### src/rtl/pipe_hazard_ctrl.sv
// Pipeline sequencing controller: load-use stall insertion, taken-branch flush,
// run/halt/single-step debug FSM and saturating stall/flush event counters.
module pipe_hazard_ctrl #(
    parameter int REG_ADDR_WIDTH    = 4,
    parameter int LOAD_STALL_CYCLES = 1,
    parameter int R0_IS_ZERO        = 1,
    parameter int CNT_WIDTH         = 16
) (
    input  logic                      clk,
    input  logic                      reset,
    input  logic                      run_cmd,
    input  logic                      step_cmd,
    input  logic                      halt_cmd,
    input  logic [REG_ADDR_WIDTH-1:0] id_rs1_addr,
    input  logic [REG_ADDR_WIDTH-1:0] id_rs2_addr,
    input  logic                      id_rs1_used,
    input  logic                      id_rs2_used,
    input  logic [REG_ADDR_WIDTH-1:0] ex_rd_addr,
    input  logic                      ex_is_load,
    input  logic                      ex_reg_wen,
    input  logic                      ex_branch_taken,
    output logic                      pc_en,
    output logic                      if_id_en,
    output logic                      if_id_flush,
    output logic                      id_ex_en,
    output logic                      id_ex_flush,
    output logic [1:0]                state,
    output logic [CNT_WIDTH-1:0]      stall_count,
    output logic [CNT_WIDTH-1:0]      flush_count
);

    typedef enum logic [1:0] {
        ST_IDLE = 2'b00,
        ST_RUN  = 2'b01,
        ST_STEP = 2'b10
    } state_t;

    localparam int             REM_W    = 4;
    localparam logic [REM_W-1:0] REM_INIT = REM_W'(LOAD_STALL_CYCLES - 1);

    state_t               state_q, state_nxt;
    logic [REM_W-1:0]     rem_q;
    logic                 halt_pend_q, halt_pend_nxt;
    logic [CNT_WIDTH-1:0] stall_count_q, flush_count_q;

    logic active, hazard, rd_is_r0, flush_cyc, stall_cyc, adv_cyc;

    assign rd_is_r0 = (R0_IS_ZERO != 0) && (ex_rd_addr == '0);
    assign hazard   = ex_is_load && ex_reg_wen && !rd_is_r0 &&
                      ((id_rs1_used && (id_rs1_addr == ex_rd_addr)) ||
                       (id_rs2_used && (id_rs2_addr == ex_rd_addr)));

    assign active    = (state_q == ST_RUN) || (state_q == ST_STEP);
    // A taken branch squashes the hazard: the dependent instruction is flushed anyway.
    assign flush_cyc = active && ex_branch_taken;
    assign stall_cyc = active && !ex_branch_taken && ((rem_q != '0) || hazard);
    assign adv_cyc   = active && !ex_branch_taken && !stall_cyc;

    assign pc_en       = flush_cyc || adv_cyc;
    assign if_id_en    = flush_cyc || adv_cyc;
    assign if_id_flush = flush_cyc;
    assign id_ex_en    = active;
    assign id_ex_flush = flush_cyc || stall_cyc;

    assign state       = state_q;
    assign stall_count = stall_count_q;
    assign flush_count = flush_count_q;

    always_comb begin
        state_nxt     = state_q;
        halt_pend_nxt = halt_pend_q;
        case (state_q)
            ST_IDLE: begin
                if (!halt_cmd) begin
                    if (step_cmd)     state_nxt = ST_STEP;
                    else if (run_cmd) state_nxt = ST_RUN;
                end
            end
            ST_RUN, ST_STEP: begin
                // A halt never cuts a stall short; it waits for the first non-stall cycle.
                if (halt_cmd || halt_pend_q) begin
                    if (!stall_cyc) state_nxt = ST_IDLE;
                    else            halt_pend_nxt = 1'b1;
                end else if (state_q == ST_STEP) begin
                    if (run_cmd)         state_nxt = ST_RUN;
                    else if (!stall_cyc) state_nxt = ST_IDLE;
                end
            end
            default: state_nxt = ST_IDLE;
        endcase
        if (state_nxt == ST_IDLE) halt_pend_nxt = 1'b0;
    end

    always_ff @(posedge clk) begin
        if (reset) begin
            state_q       <= ST_IDLE;
            halt_pend_q   <= 1'b0;
            rem_q         <= '0;
            stall_count_q <= '0;
            flush_count_q <= '0;
        end else begin
            state_q     <= state_nxt;
            halt_pend_q <= halt_pend_nxt;
            if (flush_cyc)
                rem_q <= '0;
            else if (stall_cyc)
                rem_q <= (rem_q == '0) ? REM_INIT : rem_q - REM_W'(1);
            if (stall_cyc && (stall_count_q != '1))
                stall_count_q <= stall_count_q + CNT_WIDTH'(1);
            if (flush_cyc && (flush_count_q != '1))
                flush_count_q <= flush_count_q + CNT_WIDTH'(1);
        end
    end

endmodule
### config.mk
export PLATFORM = sky130hd
export DESIGN_NAME = pipe_hazard_ctrl
export DESIGN_NICKNAME = d
export VERILOG_FILES = /design/src/rtl/pipe_hazard_ctrl.sv
export SDC_FILE = /design/constraint.sdc
export NUM_CORES = 1
export LEC_CHECK = 0
export CORE_UTILIZATION = 53
export CTS_BUF_LIST = sky130_fd_sc_hd__clkbuf_4 sky130_fd_sc_hd__clkbuf_8
export CTS_CLUSTER_SIZE = 40
export DETAILED_ROUTE_END_ITERATION = 8
export GPL_TIMING_DRIVEN = 0
export MAX_ROUTING_LAYER = met4
export PLACE_DENSITY = 0.87
export SLEW_MARGIN = 15
export SYNTH_ARGS = -nofsm -noshare
export SYNTH_HDL_FRONTEND = slang
export SYNTH_SLANG_ARGS = --single-unit
### constraint.sdc
create_clock -name clk -period 6.5 [get_ports clk]
set_input_delay 0.65 -clock clk [delete_from_list [all_inputs] [get_ports clk]]
set_output_delay 0.65 -clock clk [all_outputs]
set_load 0.05 [all_outputs]
==> flow_results.xml, run 1 <==
<?xml version="1.0" encoding="UTF-8"?>
<metrics>
  <group name="run_status">
    <metric name="outcome" unit="">finished clean</metric>
  </group>
  <group name="global_routing">
    <metric name="antenna_found_initial" unit="">0</metric>
    <metric name="combined_global_route_utilization_of_all_metal_layers" unit="">0.2720</metric>
    <metric name="number_of_global_route_vias_before_repair" unit="">2026</metric>
    <metric name="grt_start_max_net_pins" unit="">13</metric>
    <metric name="grt.overflow.total" unit="">0</metric>
    <metric name="grt_pass1_wl" unit="um">8769</metric>
  </group>
  <group name="clock_network">
    <metric name="cts_setup_buffers" unit="">0</metric>
    <metric name="clk_pin_slew_worst_paths" unit="ns">0.07</metric>
    <metric name="holdBufCountCts" unit="">0</metric>
    <metric name="htree_levels" unit="">2</metric>
    <metric name="worst_skew_pair_later_pin_latency" unit="ns">0.29</metric>
    <metric name="cts-root-to-sink-buffers" unit="">2</metric>
    <metric name="clock_sink_count" unit="">39</metric>
    <metric name="tritoncts" unit="">built</metric>
    <metric name="cts-resized-gates" unit="">0</metric>
    <metric name="clock-root-buffer" unit="">clkbuf_8</metric>
    <metric name="cts-buffers-inserted" unit="">5</metric>
  </group>
  <group name="floorplanning">
    <metric name="die_height" unit="um">65.07</metric>
    <metric name="initial_utilization" unit="">0.5632</metric>
    <metric name="boundaryPins" unit="">61</metric>
    <metric name="core.rowCount" unit="">22</metric>
    <metric name="core-area" unit="um2">3744</metric>
    <metric name="die_w" unit="um">65.07</metric>
    <metric name="design.die.area" unit="um2">4234</metric>
  </group>
  <group name="worst_setup_path">
    <metric name="endpoint_kind" unit="">output port</metric>
    <metric name="path_class" unit="">primary input to output port</metric>
    <metric name="crit_path_start_kind" unit="">primary input</metric>
    <metric name="worst_path_largest_cell_delay" unit="ns">0.80</metric>
    <metric name="critical_path.slowest_cell" unit="">clkdlybuf4s50_1</metric>
    <metric name="critical_path_peak_fanout" unit="">10</metric>
    <metric name="timing.reg2reg.setup_slack" unit="ns">3.66</metric>
    <metric name="cp_cell_sequence" unit="">clkdlybuf4s50_1, nor4_1, nor2_1, nand4_1, and3_1, buf_2, buf_6, clkbuf_1, o21a_1, buf_4, clkdlybuf4s50_1</metric>
    <metric name="critical_path.n_buffers_inverters" unit="">6</metric>
    <metric name="critPathRequiredTime" unit="ns">5.85</metric>
    <metric name="path_common_cell" unit="">clkdlybuf4s50_1</metric>
    <metric name="cp_data_arrival_time" unit="ns">3.62</metric>
    <metric name="critical-path-top-delay-family" unit="">buffers and inverters</metric>
  </group>
  <group name="route">
    <metric name="drc" unit="">0</metric>
    <metric name="antenna_violating_nets_post_route" unit="">0</metric>
    <metric name="m1WireLength" unit="um">2273</metric>
    <metric name="route.detailed.wl_per_inst" unit="um">14.16</metric>
    <metric name="detailedRoute.firstPassIterationCount" unit="">4</metric>
    <metric name="wl_met2" unit="um">2653</metric>
    <metric name="num_vias" unit="">2177</metric>
    <metric name="detail_route.wirelength" unit="um">5254</metric>
    <metric name="viasPerCell" unit="">5.868</metric>
    <metric name="drt_iter0_drc" unit="">241</metric>
    <metric name="maxUsedRoutingLayer" unit="">met4</metric>
    <metric name="detailroute.wirelength.met3" unit="um">263</metric>
  </group>
  <group name="sta">
    <metric name="slew-limit-headroom" unit="">0.6168</metric>
    <metric name="finalHoldViolations" unit="">0</metric>
    <metric name="setup_viol" unit="">0</metric>
    <metric name="fin_skew" unit="ns">0.008343</metric>
    <metric name="holdWs" unit="ns">0.4987</metric>
    <metric name="fin_setup_tns" unit="ns">0</metric>
    <metric name="finalCriticalPeriod" unit="ns">4.270</metric>
    <metric name="max_slew.worst_pin.slew" unit="ns">0.5748</metric>
    <metric name="grt_setup_unrepaired" unit="">no</metric>
    <metric name="maxSlewViolCount" unit="">0</metric>
    <metric name="fmax" unit="GHz">0.2342</metric>
    <metric name="post-route-period-util" unit="">0.6569</metric>
  </group>
  <group name="power_and_ir_drop">
    <metric name="p_clk_frac" unit="">0.425</metric>
    <metric name="p_leak" unit="nW">0.9843</metric>
    <metric name="comb_power_share" unit="">0.154</metric>
    <metric name="irDropWorstVdd" unit="uV">125.4</metric>
    <metric name="cellPowerDensity" unit="nW/um2">198.5</metric>
    <metric name="swShare" unit="">0.2479</metric>
    <metric name="intPower" unit="W">0.0004338</metric>
    <metric name="sequentialPowerShare" unit="">0.421</metric>
    <metric name="p_sw" unit="W">0.0001430</metric>
  </group>
  <group name="yosys">
    <metric name="synth_top_cell_by_area" unit="">dfxtp_1</metric>
    <metric name="synth-seq-cells" unit="">39</metric>
    <metric name="mappedNetlistArea" unit="um2">2108</metric>
    <metric name="netlist_instances" unit="">255</metric>
    <metric name="synth_enable_flop_cells" unit="">0</metric>
    <metric name="yosys.area.top_type_share" unit="">0.3703</metric>
    <metric name="postSynthAreaPerCell" unit="um2">8.268</metric>
    <metric name="synth_flop_cell" unit="">dfxtp_1</metric>
    <metric name="ys_async_sr_fraction" unit="">0</metric>
    <metric name="synth_fp_nets" unit="">282</metric>
    <metric name="synth_sequential_area_ratio" unit="">0.3703</metric>
    <metric name="synth_area_leaders" unit="">dfxtp_1 (37%), xor2_1 (5.0%), a21oi_1 (4.5%)</metric>
    <metric name="synth_warnings" unit="">0</metric>
    <metric name="post_synth_num_cell_types" unit="">43</metric>
  </group>
  <group name="final_layout">
    <metric name="area_growth_syn_to_fin" unit="%">37.80</metric>
    <metric name="antenna_cells" unit="">0</metric>
    <metric name="finalCoreUtilization" unit="">0.7761</metric>
    <metric name="mostFrequentLayoutCell" unit="">clkdlybuf4s50_1</metric>
    <metric name="final_nets" unit="">349</metric>
    <metric name="finish.cell_count_without_fillers" unit="">371</metric>
    <metric name="final_area" unit="um2">2905</metric>
    <metric name="final_layout_size_suffix_gt1_frac" unit="">0.05263</metric>
    <metric name="mostFrequentLayoutCells" unit="">clkdlybuf4s50_1 (60), dfxtp_1 (39), nor2_1 (24)</metric>
  </group>
  <group name="placed_design">
    <metric name="gp_congestion" unit="">0.8353</metric>
    <metric name="placed_area" unit="um2">2769</metric>
    <metric name="place.detailed.hpwl" unit="um">3855</metric>
    <metric name="dp.cells" unit="">363</metric>
    <metric name="io_buffers" unit="">60</metric>
  </group>
  <group name="min_path">
    <metric name="min_path_type" unit="">flop to flop</metric>
  </group>
  <group name="flow_run">
    <metric name="max-cap-violations" unit="">0</metric>
  </group>
</metrics>
## kinds of logic (layout without fill, tap and decap cells)
logic type / count (synthesis) / count (layout) / share of synthesized area
adders and majority gates: 5 / 5 / 0.02967
DFF: 39 / 39 / 0.3703
muxes: 6 / 6 / 0.03086
buffers and inverters: 16 / 84 / 0.03560
xor gates and xnor gates: 20 / 20 / 0.08309
and+or+nand+nor: 119 / 119 / 0.3074
AOI/OAI and AO/OA: 50 / 50 / 0.1430
## cells in the mapped netlist (all sizes together), types with 5 or more instances
library cell,count
dfxtp,39
nor2,24
a21oi,19
nand2,17
o21ai,12
xor2,12
nand3,11
nand4,10
or4,9
and3,8
nor3,8
o31ai,8
xnor2,8
buf,6
clkbuf,6
nor4,6
or3,6
ha,5
nand2b,5
nor2b,5
## layer usage
layer  GRT usage  up-vias
met1      0.3168     1018
met3     0.04754        8
met2      0.4635       83
met5           -        -
met4      0.1060        0
li1            -     1068
## final cells by class
class,instances,area [um2]
Buffer,12,60.06
Clock buffer,6,76.32
Clock inverter,2,60.06
Fill cell,295,838.3
Inverter,4,15.01
Multi-Input combinational cell,200,1252
Sequential cell,39,780.7
Tap cell,48,60.06
Timing Repair Buffer,60,600.6
## power by group through the flow
stage | registers, W | logic [W] | clock network (W)
3_3_place_gp | 0.000248 | 0.0000861 | 0
2_1_floorplan | 0.000254 | 0.0000475 | 0
5_1_grt | 0.000243 | 0.0000942 | 0.000260
3_5_place_dp | 0.000249 | 0.0000878 | 0
6_report | 0.000243 | 0.0000887 | 0.000245
4_1_cts | 0.000243 | 0.0000885 | 0.000247
## worst paths after layout
path	startpoint	to	depth (start not counted)
setup / recovery	ex_rd_addr[0]	pc_en	11
hold / removal	stall_count[11]$_SDFFE_PP0P_	stall_count[11]$_SDFFE_PP0P_	2
setup reg to reg	state[0]$_SDFF_PP0_	stall_count[0]$_SDFFE_PP0P_	8
hold reg to reg	stall_count[11]$_SDFFE_PP0P_	stall_count[11]$_SDFFE_PP0P_	2
## flip-flops by register name (all words and copies together) (netlist names)
register,count
flush_count,16
halt_pend_q,1
rem_q,4
stall_count,16
state,2
## stage by stage
| stage | total power [W] | setup slack (ns) |
|---|---|---|
| floorplan | 0.0003018 | 3.358 |
| global placement | 0.0003345 | 2.260 |
| detailed placement | 0.0003363 | 2.226 |
| CTS | 0.0005779 | 2.223 |
| global route | 0.0005977 | 1.988 |
| finish | 0.0005768 | 2.230 |
## tightest hold or removal path: stages, from the launching register on
cell	delay [ns]
dfxtp_1	0.33
o31ai_1	0.07
a21oi_1	0.05
Note: power is estimated with default switching activity, not from simulation.
==> run 2, diff against run 1 <==
- CORE_UTILIZATION: 53 -> 44
- PLACE_DENSITY: 0.87 -> 0.77
- clock period: 6.5 -> 3.5 ns (I/O delays scaled with it)
==> run 2 against run 1 <==
  * The flow now finishes with violations (DRC)
  * Hold slack barely moved
  * Power rose by 59%
  * Combinational power rose by 80%
  * Final cell count rose by 0.81%
  * Clock power rose by 24%
  * Sequential cell count did not move
  * Register-to-register slack got worse by 2.9 ns
  * Global-route usage fell by 5.8 points
  * Critical path depth fell by 1
  * Sequential power rose by 86%
  * Worst setup slack got worse by 1.7 ns
  * Highest routed layer unchanged
==> flow_results.xml, run 2 (synthesis results as in run 1) <==
<?xml version="1.0" encoding="UTF-8"?>
<metrics>
  <group name="floorplanning">
    <metric name="die_height" unit="um">71.22</metric>
    <metric name="die_w" unit="um">71.22</metric>
    <metric name="design.die.area" unit="um2">5072</metric>
    <metric name="core-area" unit="um2">4474</metric>
    <metric name="core.rowCount" unit="">24</metric>
    <metric name="boundaryPins" unit="">61</metric>
    <metric name="initial_utilization" unit="">0.4712</metric>
  </group>
  <group name="route">
    <metric name="viasPerCell" unit="">5.532</metric>
    <metric name="antenna_violating_nets_post_route" unit="">0</metric>
    <metric name="detailedRoute.firstPassIterationCount" unit="">6</metric>
    <metric name="num_vias" unit="">2069</metric>
    <metric name="detail_route.wirelength" unit="um">4982</metric>
    <metric name="drt_iter0_drc" unit="">110</metric>
    <metric name="route.detailed.wl_per_inst" unit="um">13.32</metric>
    <metric name="drc" unit="">4</metric>
  </group>
  <group name="clock_network">
    <metric name="htree_levels" unit="">2</metric>
    <metric name="clock-root-buffer" unit="">clkbuf_8</metric>
    <metric name="cts_setup_buffers" unit="">0</metric>
    <metric name="holdBufCountCts" unit="">0</metric>
    <metric name="cts-root-to-sink-buffers" unit="">2</metric>
    <metric name="worst_skew_pair_later_pin_latency" unit="ns">0.29</metric>
    <metric name="cts-buffers-inserted" unit="">5</metric>
    <metric name="clk_pin_slew_worst_paths" unit="ns">0.07</metric>
    <metric name="clock_sink_count" unit="">39</metric>
    <metric name="tritoncts" unit="">built</metric>
  </group>
  <group name="power_and_ir_drop">
    <metric name="report.power.total" unit="W">0.0009146</metric>
    <metric name="sequentialPowerShare" unit="">0.493</metric>
    <metric name="intPower" unit="W">0.0006657</metric>
    <metric name="p_clk_frac" unit="">0.332</metric>
    <metric name="irDropWorstVdd" unit="uV">204.7</metric>
    <metric name="p_sw" unit="W">0.0002489</metric>
    <metric name="comb_power_share" unit="">0.175</metric>
    <metric name="cellPowerDensity" unit="nW/um2">320.2</metric>
    <metric name="p_leak" unit="nW">0.9702</metric>
    <metric name="swShare" unit="">0.2721</metric>
  </group>
  <group name="worst_setup_path">
    <metric name="path_class" unit="">primary input to output port</metric>
    <metric name="endpoint_kind" unit="">output port</metric>
    <metric name="crit_path_start_kind" unit="">primary input</metric>
    <metric name="worst_path_largest_cell_delay" unit="ns">0.51</metric>
    <metric name="critical_path_peak_fanout" unit="">19</metric>
    <metric name="critical-path-top-delay-family" unit="">buffers and inverters</metric>
    <metric name="cp_data_arrival_time" unit="ns">2.63</metric>
    <metric name="critical_path.n_buffers_inverters" unit="">5</metric>
    <metric name="cp_cell_sequence" unit="">clkdlybuf4s50_1, nor4_1, nor2_1, nand4_1, and3_1, buf_2, buf_6, o21a_1, buf_4, dlygate4sd2_1</metric>
    <metric name="critical_path.slowest_cell" unit="">dlygate4sd2_1</metric>
    <metric name="critPathRequiredTime" unit="ns">3.15</metric>
  </group>
  <group name="min_path">
    <metric name="min_path_type" unit="">flop to flop</metric>
  </group>
  <group name="sta">
    <metric name="holdWs" unit="ns">0.4986</metric>
    <metric name="post-route-period-util" unit="">0.8511</metric>
    <metric name="grt_setup_unrepaired" unit="">no</metric>
    <metric name="slew-limit-headroom" unit="">0.6548</metric>
    <metric name="finalCriticalPeriod" unit="ns">2.979</metric>
    <metric name="setup_viol" unit="">0</metric>
    <metric name="max_slew.worst_pin.slew" unit="ns">0.5144</metric>
    <metric name="finalHoldViolations" unit="">0</metric>
    <metric name="fin_skew" unit="ns">0.005157</metric>
    <metric name="fmax" unit="GHz">0.3357</metric>
    <metric name="maxSlewViolCount" unit="">0</metric>
    <metric name="fin_setup_tns" unit="ns">0</metric>
  </group>
  <group name="run_status">
    <metric name="violations" unit="">DRC</metric>
    <metric name="outcome" unit="">finished with violations</metric>
  </group>
  <group name="flow_run">
    <metric name="max-cap-violations" unit="">0</metric>
  </group>
  <group name="final_layout">
    <metric name="area_growth_syn_to_fin" unit="%">35.49</metric>
    <metric name="final_nets" unit="">348</metric>
    <metric name="mostFrequentLayoutCells" unit="">clkdlybuf4s50_1 (58), dfxtp_1 (39), nor2_1 (24)</metric>
    <metric name="antenna_cells" unit="">0</metric>
    <metric name="mostFrequentLayoutCell" unit="">clkdlybuf4s50_1</metric>
    <metric name="final_layout_size_suffix_gt1_frac" unit="">0.05280</metric>
  </group>
  <group name="global_routing">
    <metric name="combined_global_route_utilization_of_all_metal_layers" unit="">0.2144</metric>
    <metric name="grt.overflow.total" unit="">0</metric>
    <metric name="antenna_found_initial" unit="">0</metric>
    <metric name="grt_start_max_net_pins" unit="">12</metric>
    <metric name="number_of_global_route_vias_before_repair" unit="">1899</metric>
    <metric name="grt_pass1_wl" unit="um">8466</metric>
  </group>
  <group name="placed_design">
    <metric name="io_buffers" unit="">60</metric>
    <metric name="gp_congestion" unit="">0.8535</metric>
    <metric name="place.detailed.hpwl" unit="um">3832</metric>
  </group>
</metrics>
run 2: cell types whose count changed in the layout (fill, tap and decap cells not counted), sizes merged:
cell / change
bufinv: -2
dlygate4sd2: +2
clkdlybuf4s50: -2
clkinv: +1
run 2: repair_timing:
action / CTS / global route
setup endpoints to repair: 2 / 1
gates resized for setup: 2 / 0
pin swaps: 0 / 0
run 2: area by class of cell:
type | count | area (um2)
clock buffers | 7 | 83.83
inverters | 4 | 15.01
fillers | 397 | 1618
flip-flops and latches | 39 | 780.7
plain buffers | 11 | 56.30
clock inverters | 1 | 5.005
repair buffers | 60 | 598.1
well taps | 52 | 65.06
multi-input cells | 200 | 1252
run 2: final timing paths:
check,startpoint,endpoint,slack [ns],cells after the start
max,ex_rd_addr[0],pc_en,0.52,10
min,stall_count[11]$_SDFFE_PP0P_,stall_count[11]$_SDFFE_PP0P_,0.50,2
max reg2reg,state[0]$_SDFF_PP0_,stall_count[0]$_SDFFE_PP0P_,0.75,8
min reg2reg,stall_count[11]$_SDFFE_PP0P_,stall_count[11]$_SDFFE_PP0P_,0.50,2
run 2: power groups by stage:
| stage | registers [W] | clock network, W | logic, W |
|---|---|---|---|
| 2_1_floorplan | 0.000472 | 0 | 0.0000882 |
| 6_report | 0.000451 | 0.000304 | 0.000160 |
| 3_3_place_gp | 0.000461 | 0 | 0.000160 |
| 5_1_grt | 0.000452 | 0.000324 | 0.000172 |
| 4_1_cts | 0.000451 | 0.000312 | 0.000161 |
| 3_5_place_dp | 0.000461 | 0 | 0.000163 |
run 2: stage by stage:
stage               setup WS [ns]  cells    util  cell area [um2]
finish                     0.5212    374  0.6384             2856
global placement          -0.1722    367  0.6200             2774
floorplan                  0.3584    255       -             2108
CTS                        0.1139    375  0.6393             2860
detailed placement        -0.1538    367  0.6200             2774
global route               0.3146    374  0.6384             2856
run 2: metal layers:
| layer | GRT usage | part of all wire | vias to the layer above |
|---|---|---|---|
| li1 | - | - | 1064 |
| met1 | 0.2513 | 0.47 | 967 |
| met2 | 0.3725 | 0.49 | 32 |
| met3 | 0.03516 | 0.034 | 6 |
| met4 | 0.07333 | 0.012 | 0 |
| met5 | - | 0 | - |
run 2: tightest hold or removal path, delay by kind of cell, from the launching register on:
| family | cells | cell delay (ns) |
|---|---|---|
| AOI/OAI and AO/OA | 2 | 0.12 |
| DFF | 1 | 0.33 |
==> run 3, diff against run 2 <==
- SKIP_CTS_REPAIR_TIMING: default -> 1
==> run 3 against run 2 <==
  * The flow still finishes with violations (DRC)
  * Clock skew unchanged
  * Power grew 0.29%
  * Cell area hardly changed
  * Critical path depth did not move
  * Final cell count unchanged
  * Via count did not move
  * Clock power hardly changed
  * Non-clock buffer count stayed put
  * Sequential power about the same
  * Global-route usage unchanged
  * Sequential share of layout area barely moved
  * Largest cell class unchanged
  * Critical endpoint unchanged
  * Largest power group unchanged
==> flow_results.xml, run 3 (synthesis results as in run 1) <==
<?xml version="1.0" encoding="UTF-8"?>
<metrics>
  <group name="sta">
    <metric name="post-route-period-util" unit="">0.9312</metric>
    <metric name="finalCriticalPeriod" unit="ns">3.259</metric>
    <metric name="fin_setup_tns" unit="ns">0</metric>
    <metric name="max_slew.worst_pin.slew" unit="ns">0.5144</metric>
    <metric name="setup_viol" unit="">0</metric>
    <metric name="layout_setup_ws" unit="ns">0.2407</metric>
    <metric name="grt_setup_unrepaired" unit="">no</metric>
    <metric name="fin_skew" unit="ns">0.005157</metric>
    <metric name="finalHoldViolations" unit="">0</metric>
    <metric name="maxSlewViolCount" unit="">0</metric>
    <metric name="slew-limit-headroom" unit="">0.6548</metric>
    <metric name="fmax" unit="GHz">0.3068</metric>
  </group>
  <group name="floorplanning">
    <metric name="die_w" unit="um">71.22</metric>
    <metric name="core.rowCount" unit="">24</metric>
    <metric name="die_height" unit="um">71.22</metric>
    <metric name="core-area" unit="um2">4474</metric>
    <metric name="initial_utilization" unit="">0.4712</metric>
    <metric name="boundaryPins" unit="">61</metric>
    <metric name="design.die.area" unit="um2">5072</metric>
  </group>
  <group name="final_layout">
    <metric name="antenna_cells" unit="">0</metric>
    <metric name="fillers" unit="">397</metric>
    <metric name="mostFrequentLayoutCell" unit="">clkdlybuf4s50_1</metric>
    <metric name="mostFrequentLayoutCells" unit="">clkdlybuf4s50_1 (60), dfxtp_1 (39), nor2_1 (24)</metric>
    <metric name="final_layout_size_suffix_gt1_frac" unit="">0.05280</metric>
    <metric name="area_growth_syn_to_fin" unit="%">35.61</metric>
    <metric name="final_nets" unit="">348</metric>
    <metric name="multi_input_area" unit="um2">1252</metric>
    <metric name="sequential_cell_area" unit="um2">780.7</metric>
  </group>
  <group name="power_and_ir_drop">
    <metric name="intPower" unit="W">0.0006682</metric>
    <metric name="irDropWorstVdd" unit="uV">204.7</metric>
    <metric name="swShare" unit="">0.2715</metric>
    <metric name="p_leak" unit="nW">0.9634</metric>
    <metric name="report.power.total" unit="W">0.0009173</metric>
    <metric name="comb_power_share" unit="">0.177</metric>
    <metric name="cellPowerDensity" unit="nW/um2">320.8</metric>
    <metric name="sequentialPowerShare" unit="">0.492</metric>
    <metric name="p_clk_frac" unit="">0.331</metric>
    <metric name="p_sw" unit="W">0.0002491</metric>
  </group>
  <group name="placed_design">
    <metric name="gp_congestion" unit="">0.8535</metric>
    <metric name="io_buffers" unit="">60</metric>
    <metric name="pre_cts_slack" unit="ns">-0.1538</metric>
    <metric name="place.detailed.hpwl" unit="um">3832</metric>
  </group>
  <group name="min_path">
    <metric name="hold_depth" unit="">2</metric>
    <metric name="min_path_type" unit="">flop to flop</metric>
  </group>
  <group name="worst_setup_path">
    <metric name="timing.reg2reg.worst_path_depth" unit="">8</metric>
    <metric name="critical_path_peak_fanout" unit="">19</metric>
    <metric name="endpoint_kind" unit="">output port</metric>
    <metric name="cp_data_arrival_time" unit="ns">2.91</metric>
    <metric name="path_class" unit="">primary input to output port</metric>
    <metric name="crit_path_start_kind" unit="">primary input</metric>
    <metric name="critPathRequiredTime" unit="ns">3.15</metric>
  </group>
  <group name="clock_network">
    <metric name="htree_levels" unit="">2</metric>
    <metric name="clk_pin_slew_worst_paths" unit="ns">0.07</metric>
    <metric name="clock_sink_count" unit="">39</metric>
    <metric name="worst_skew_pair_later_pin_latency" unit="ns">0.29</metric>
    <metric name="clock-root-buffer" unit="">clkbuf_8</metric>
    <metric name="cts-root-to-sink-buffers" unit="">2</metric>
    <metric name="cts-buffers-inserted" unit="">5</metric>
    <metric name="tritoncts" unit="">built</metric>
  </group>
  <group name="global_routing">
    <metric name="grt_pass1_wl" unit="um">8466</metric>
    <metric name="grt.overflow.total" unit="">0</metric>
    <metric name="number_of_global_route_vias_before_repair" unit="">1899</metric>
    <metric name="antenna_found_initial" unit="">0</metric>
    <metric name="grt_start_max_net_pins" unit="">12</metric>
    <metric name="combined_global_route_utilization_of_all_metal_layers" unit="">0.2144</metric>
  </group>
  <group name="run_status">
    <metric name="violations" unit="">DRC</metric>
    <metric name="outcome" unit="">finished with violations</metric>
  </group>
  <group name="route">
    <metric name="antenna_violating_nets_post_route" unit="">0</metric>
    <metric name="drt_iter0_drc" unit="">110</metric>
    <metric name="drc" unit="">4</metric>
    <metric name="detail_route.wirelength" unit="um">4984</metric>
    <metric name="viasPerCell" unit="">5.532</metric>
    <metric name="route.detailed.wl_per_inst" unit="um">13.33</metric>
    <metric name="num_vias" unit="">2069</metric>
    <metric name="detailedRoute.firstPassIterationCount" unit="">6</metric>
  </group>
  <group name="flow_run">
    <metric name="max-cap-violations" unit="">0</metric>
  </group>
</metrics>
run 3: layer usage:
layer	track usage	vias up	share of wire
li1	-	1064	-
met1	0.2513	967	0.47
met2	0.3725	32	0.49
met3	0.03516	6	0.034
met4	0.07333	0	0.012
met5	-	-	0
run 3: power by group through the flow:
| stage | clock network [W] | registers [W] | logic, W |
|---|---|---|---|
| after floorplan | 0 | 0.000472 | 0.0000882 |
| final | 0.000304 | 0.000451 | 0.000162 |
| after detailed placement | 0 | 0.000461 | 0.000163 |
| after global routing | 0.000324 | 0.000452 | 0.000174 |
| after global placement | 0 | 0.000461 | 0.000160 |
| after CTS | 0.000312 | 0.000451 | 0.000164 |
run 3: cell type report:
| cell class | instances | area share |
|---|---|---|
| Clock buffer | 7 | 0.02932 |
| Tap cell | 52 | 0.02276 |
| Multi-Input combinational cell | 200 | 0.4381 |
| Clock inverter | 1 | 0.001751 |
| Buffer | 11 | 0.01969 |
| Timing Repair Buffer | 60 | 0.2101 |
| Inverter | 4 | 0.005252 |
| Sequential cell | 39 | 0.2731 |
run 3: critical path, cell delays in order:
cell and delay [ns]:
clkdlybuf4s50_1 0.47, nor4_1 0.30, nor2_1 0.09, nand4_1 0.10, and3_1 0.16, buf_2 0.19
buf_6 0.19, o21a_1 0.15, buf_4 0.10, clkdlybuf4s50_1 0.79
run 3: per-stage QoR:
| step | hold WS, ns | cells | area, um2 | util |
|---|---|---|---|---|
| 6_report | 0.4986 | 374 | 2859 | 0.6390 |
| 5_1_grt | 0.5259 | 374 | 2859 | 0.6390 |
| 4_1_cts | 0.5007 | 375 | 2863 | 0.6398 |
| 3_5_place_dp | 0.4899 | 367 | 2774 | 0.6200 |
| 3_3_place_gp | 0.4747 | 367 | 2774 | 0.6200 |
| 2_1_floorplan | 0.4585 | 255 | 2108 | - |
run 3: path summary, 6_finish.rpt:
path / from / end / slack (ns)
worst min-delay path: stall_count[11]$_SDFFE_PP0P_ / stall_count[11]$_SDFFE_PP0P_ / 0.50
worst max register to register: state[0]$_SDFF_PP0_ / stall_count[0]$_SDFFE_PP0P_ / 0.75
worst min register to register: stall_count[11]$_SDFFE_PP0P_ / stall_count[11]$_SDFFE_PP0P_ / 0.50
worst max-delay path: ex_rd_addr[0] / pc_en / 0.24
